[src/rtl/sle_pkg.sv]
// Shared definitions for the SLE shift-bank family: mode encodings and width helpers.
package sle_pkg;

   typedef enum logic [1:0] {
      MODE_HOLD  = 2'b00,
      MODE_SHIFT = 2'b01,
      MODE_RSVD  = 2'b10,
      MODE_ROT   = 2'b11
   } sle_mode_e;

   // Tap select needs at least one bit even when clog2 collapses to zero.
   function automatic int tap_w(input int depth);
      return (depth > 2) ? $clog2(depth) : 1;
   endfunction

   function automatic int cnt_w(input int depth);
      return $clog2(depth + 1);
   endfunction

endpackage

[src/rtl/sle_stage.sv]
// One WIDTH-bit SLE-style storage stage: synchronous reset, enable, sync load and next-data update.
module sle_stage #(
   parameter int              WIDTH     = 8,
   parameter logic [WIDTH-1:0] RESET_VAL = '0
) (
   input  logic             clk,
   input  logic             rst_n,
   input  logic             en,
   input  logic             sln,
   input  logic             upd,
   input  logic [WIDTH-1:0] sd,
   input  logic [WIDTH-1:0] nxt,
   output logic [WIDTH-1:0] q
);

   // Priority: reset, then enable gating, then sync load, then shift/rotate update.
   always_ff @(posedge clk) begin
      if (!rst_n) begin
         q <= RESET_VAL;
      end else if (en) begin
         if (!sln) begin
            q <= sd;
         end else if (upd) begin
            q <= nxt;
         end
      end
   end

endmodule

[src/rtl/sle_shift_bank.sv]
// DEPTH-stage SLE shift/rotate bank with fill counter, selectable tap and latch-style bypass.
module sle_shift_bank
   import sle_pkg::*;
#(
   parameter int               WIDTH     = 8,
   parameter int               DEPTH     = 4,
   parameter logic [WIDTH-1:0] RESET_VAL = '0,
   localparam int              TAP_W     = tap_w(DEPTH),
   localparam int              CNT_W     = cnt_w(DEPTH)
) (
   input  logic             clk,
   input  logic             rst_n,
   input  logic             en,
   input  logic             sln,
   input  logic [WIDTH-1:0] sd,
   input  logic [WIDTH-1:0] d,
   input  logic [1:0]       mode,
   input  logic             lat,
   input  logic [TAP_W-1:0] tap_sel,
   output logic [WIDTH-1:0] q,
   output logic [WIDTH-1:0] q_tap,
   output logic [CNT_W-1:0] cnt,
   output logic             full
);

   localparam logic [CNT_W-1:0] CNT_MAX   = CNT_W'(DEPTH);
   localparam logic [TAP_W:0]   DEPTH_TAP = (TAP_W + 1)'(DEPTH);

   logic [WIDTH-1:0] stage [DEPTH];
   logic             shift_op;
   logic             rot_op;

   assign shift_op = (mode == MODE_SHIFT);
   assign rot_op   = (mode == MODE_ROT);

   // Stage 0 takes serial data on shift and the last stage on rotate; the rest chain.
   for (genvar i = 0; i < DEPTH; i++) begin : g_stage
      logic [WIDTH-1:0] nxt;

      if (i == 0) begin : g_head
         assign nxt = rot_op ? stage[DEPTH-1] : d;
      end else begin : g_body
         assign nxt = stage[i-1];
      end

      sle_stage #(
         .WIDTH     (WIDTH),
         .RESET_VAL (RESET_VAL)
      ) u_stage (
         .clk   (clk),
         .rst_n (rst_n),
         .en    (en),
         .sln   (sln),
         .upd   (shift_op | rot_op),
         .sd    (sd),
         .nxt   (nxt),
         .q     (stage[i])
      );
   end

   // Fill level saturates at DEPTH; rotate leaves it alone since no data enters or leaves.
   always_ff @(posedge clk) begin
      if (!rst_n) begin
         cnt <= '0;
      end else if (en) begin
         if (!sln) begin
            cnt <= CNT_MAX;
         end else if (shift_op && (cnt != CNT_MAX)) begin
            cnt <= cnt + 1'b1;
         end
      end
   end

   assign full = (cnt == CNT_MAX);
   assign q    = lat ? d : stage[DEPTH-1];

   always_comb begin
      q_tap = '0;
      if ({1'b0, tap_sel} < DEPTH_TAP) begin
         q_tap = stage[tap_sel];
      end
   end

endmodule

[config.mk]
export PLATFORM = sky130hd
export DESIGN_NAME = sle_shift_bank
export DESIGN_NICKNAME = d
export VERILOG_FILES = /design/src/rtl/sle_pkg.sv /design/src/rtl/sle_stage.sv /design/src/rtl/sle_shift_bank.sv
export SDC_FILE = /design/constraint.sdc
export NUM_CORES = 1
export LEC_CHECK = 0
export CORE_MARGIN = 10
export CORE_UTILIZATION = 36
export DETAILED_ROUTE_END_ITERATION = 8
export GPL_TIMING_DRIVEN = 0
export MAX_ROUTING_LAYER = met4
export SLEW_MARGIN = 20
export SYNTH_ARGS = -nofsm -noshare
export SYNTH_HDL_FRONTEND = slang
export SYNTH_SLANG_ARGS = --single-unit
[constraint.sdc]
create_clock -name clk -period 2.6 [get_ports clk]
set_input_delay 0.65 -clock clk [delete_from_list [all_inputs] [get_ports clk]]
set_output_delay 0.65 -clock clk [all_outputs]
set_load 0.01 [all_outputs]
==> flow_metrics.env <==
export IMPL_antenna_found_initial=0
export IMPL_hpwl_mm=4.95
export IMPL_irDropWorstVdd_mv=0.256
export IMPL_globalplace_congestion=0.853
export IMPL_area_growth_synth_to_final_pct=28.5
export IMPL_worst_setup_path_type="in2out"
export IMPL_ctsHoldBuffers=0
export IMPL_antenna_left=0
export IMPL_drt_wl_total_mm=7.39
export IMPL_cp_max_fo=8
export IMPL_clk_latency_ns=0.30
export IMPL_clk_pin_slew_ns=0.07
export IMPL_cts_setup_buffers=0
export IMPL_dieArea_um2=9500
export IMPL_synth_top_family_by_area="multiplexers"
export IMPL_initial_core_util=0.367
export IMPL_synth_xor_area_frac=0
export IMPL_final_common_cell="clkdlybuf4s50_1"
export IMPL_yosysSeqAreaShare=0.324
export IMPL_power_frac_clock=0.354
export IMPL_synthAdderAreaFrac=0.0116
export IMPL_arrival_ns=1.90
export IMPL_tightestPinTransition_ns=0.627
export IMPL_grt_overflow=0
export IMPL_routed_via_count=2081
export IMPL_die_w_um=97.5
export IMPL_root_buffer="clkbuf_8"
export IMPL_max_slew_margin=0.582
export IMPL_netlist_instances=215
export IMPL_setup_worst_path_start_class="input port"
export IMPL_synth_seq_cells=35
export IMPL_synthMuxAreaShare=0.236
export IMPL_synth_compound_area_share=0.218
export IMPL_worstPathRequired_ns=1.95
export IMPL_slowest_delay_ns=0.54
export IMPL_cts_sinks=35
export IMPL_track_usage=0.153
export IMPL_port_buffer_count=40
export IMPL_dpl_cell_area_um2=2660
export IMPL_drt_iter0_markers=226
export IMPL_async_flop_share=0
export IMPL_syn_avg_cell_area_um2=10.1
export IMPL_fin_crit_sh=0.980
export IMPL_p_sw_uw=421
export IMPL_drv_slew=0
export IMPL_wl_per_cell_um=21.9
export IMPL_cts_resized=3
export IMPL_h_tree_depth=2
export IMPL_rows=28
export IMPL_final_setup_skew_ns=0.00619
export IMPL_setup_violations=0
export IMPL_route_detailed_drc=0
export IMPL_final_nets=289
export IMPL_cp_cell_sequence="buf_4 -> mux4_2 -> clkdlybuf4s50_1"
export IMPL_yosys_area_share_simple=0.131
export IMPL_status="complete, no violations"
export IMPL_antenna_cells=0
export IMPL_placed_cells=330
export IMPL_rsz0062_at_grt="false"
export IMPL_synth_edf_count=0
export IMPL_p_sw_frac=0.282
export IMPL_min_period_ns=2.55
export IMPL_end_kind="output port"
export IMPL_syn_cell_area_um2=2160
export IMPL_fin_tns_setup_ns=0
export IMPL_die_h_um=97.5
export IMPL_power_uw=1490
export IMPL_fin_area_um2=2780
export IMPL_crit_slowest_cell="mux4_2"
export IMPL_max_freq_mhz=392
export IMPL_cts_max_path_buffers=2
export IMPL_ioPinCount=45
export IMPL_synth_cell_types=28
export IMPL_final_cell_mix="clkdlybuf4s50_1, dfxtp_1, nand3_1, mux2i_1, o211a_1"
export IMPL_core_area_um2=5890
export IMPL_cts_buffers=5
export IMPL_powerDensity_nw_per_um2=537
export IMPL_grt_pass1_vias=2058
export IMPL_fin_cells=338
export IMPL_synthesis_nets=242
export IMPL_p_int_uw=1070
export IMPL_hold_class="reg2reg"
export IMPL_p_leak_uw=0.00129
export IMPL_hold_viol_final=0
export IMPL_cts_tree="built"
export IMPL_grt_pass1_wl_mm=11.6
export IMPL_seqPwrFrac=0.408
export IMPL_max_cap_violations=0
export IMPL_combPwrFrac=0.238
export IMPL_yosysWarnings=0
export IMPL_synth_ff_type="dfxtp_1"
export IMPL_grt_start_max_net_pins=12
export IMPL_drive_above_1_share=0.163
export IMPL_dr_pass1_iters=5
export IMPL_vias_per_cell=6.16
[worst max-delay path: cells and delay by family]
| family | cells | cell delay [ns] |
|---|---|---|
| buffers and inverters | 2 | 0.70 |
| muxes | 1 | 0.54 |
[final timing paths]
path | start | to | slack [ns] | cells past startpoint
setup / recovery | tap_sel[0] | q_tap[6] | 0.05 | 3
hold / removal | g_stage[0].u_stage.q[1] | g_stage[0].u_stage.q[1] | 0.50 | 2
setup reg to reg | cnt[0] | cnt[1] | 1.13 | 6
hold reg to reg | g_stage[0].u_stage.q[1] | g_stage[0].u_stage.q[1] | 0.50 | 2
[flip-flops by register name, summed over array words and instances (netlist names)]
| name | flops |
|---|---|
| g_stage.u_stage.q | 32 |
| cnt | 3 |
[kinds of logic after synthesis]
| group | Yosys count |
|---|---|
| compound gates | 55 |
| flops | 35 |
| mux | 40 |
| simple gates | 53 |
| buf+inv | 30 |
| fa+ha+maj | 2 |
[cells in the mapped netlist (3+ instances only)]
cell	instances	share of area
nand2_1	9	0.016
nand3_1	25	0.058
mux2_2	8	0.042
mux4_2	8	0.083
clkbuf_1	8	0.014
a211oi_1	8	0.028
nand4_1	3	0.0087
and3_1	8	0.023
buf_1	4	0.0069
o211a_1	24	0.11
mux2i_1	24	0.11
o2111ai_1	10	0.041
buf_2	8	0.019
dfxtp_1	35	0.32
buf_6	6	0.031
nand2b_1	3	0.0087
o22ai_1	8	0.023
[stage by stage]
step	utilization	hold slack [ns]	worst slack (ns)
2_1_floorplan	-	0.456	0.512
3_3_place_gp	0.451	0.474	-0.147
3_5_place_dp	0.451	0.475	-0.0998
4_1_cts	0.472	0.494	0.0395
5_1_grt	0.472	0.509	0.0171
6_report	0.472	0.495	0.0521
[power by group through the flow]
| stage | registers, uW | clock network (uW) | logic [uW] |
|---|---|---|---|
| 2_1_floorplan | 610 | 0 | 207 |
| 3_3_place_gp | 620 | 0 | 350 |
| 3_5_place_dp | 620 | 0 | 350 |
| 4_1_cts | 608 | 528 | 354 |
| 5_1_grt | 613 | 546 | 378 |
| 6_report | 609 | 529 | 355 |
[metal layers]
metal  up-vias  GRT usage  wire length [um]
met5         -          -                 0
met4         0     0.0671               177
met3        16     0.0263               470
met2       106      0.243              3520
met1      1023      0.186              3220
li1        936          -                 -
[area by class of cell]
| cell class | instances | area (um^2) |
|---|---|---|
| plain buffers | 27 | 165 |
| multi-input cells | 150 | 1290 |
| inverters | 3 | 11.3 |
| repair buffers | 40 | 400 |
| clock inverters | 2 | 35.0 |
| well taps | 75 | 93.8 |
| clock buffers | 6 | 82.6 |
| fillers | 580 | 3110 |
| flip-flops and latches | 35 | 701 |
Note: power is estimated with default switching activity, not from simulation.
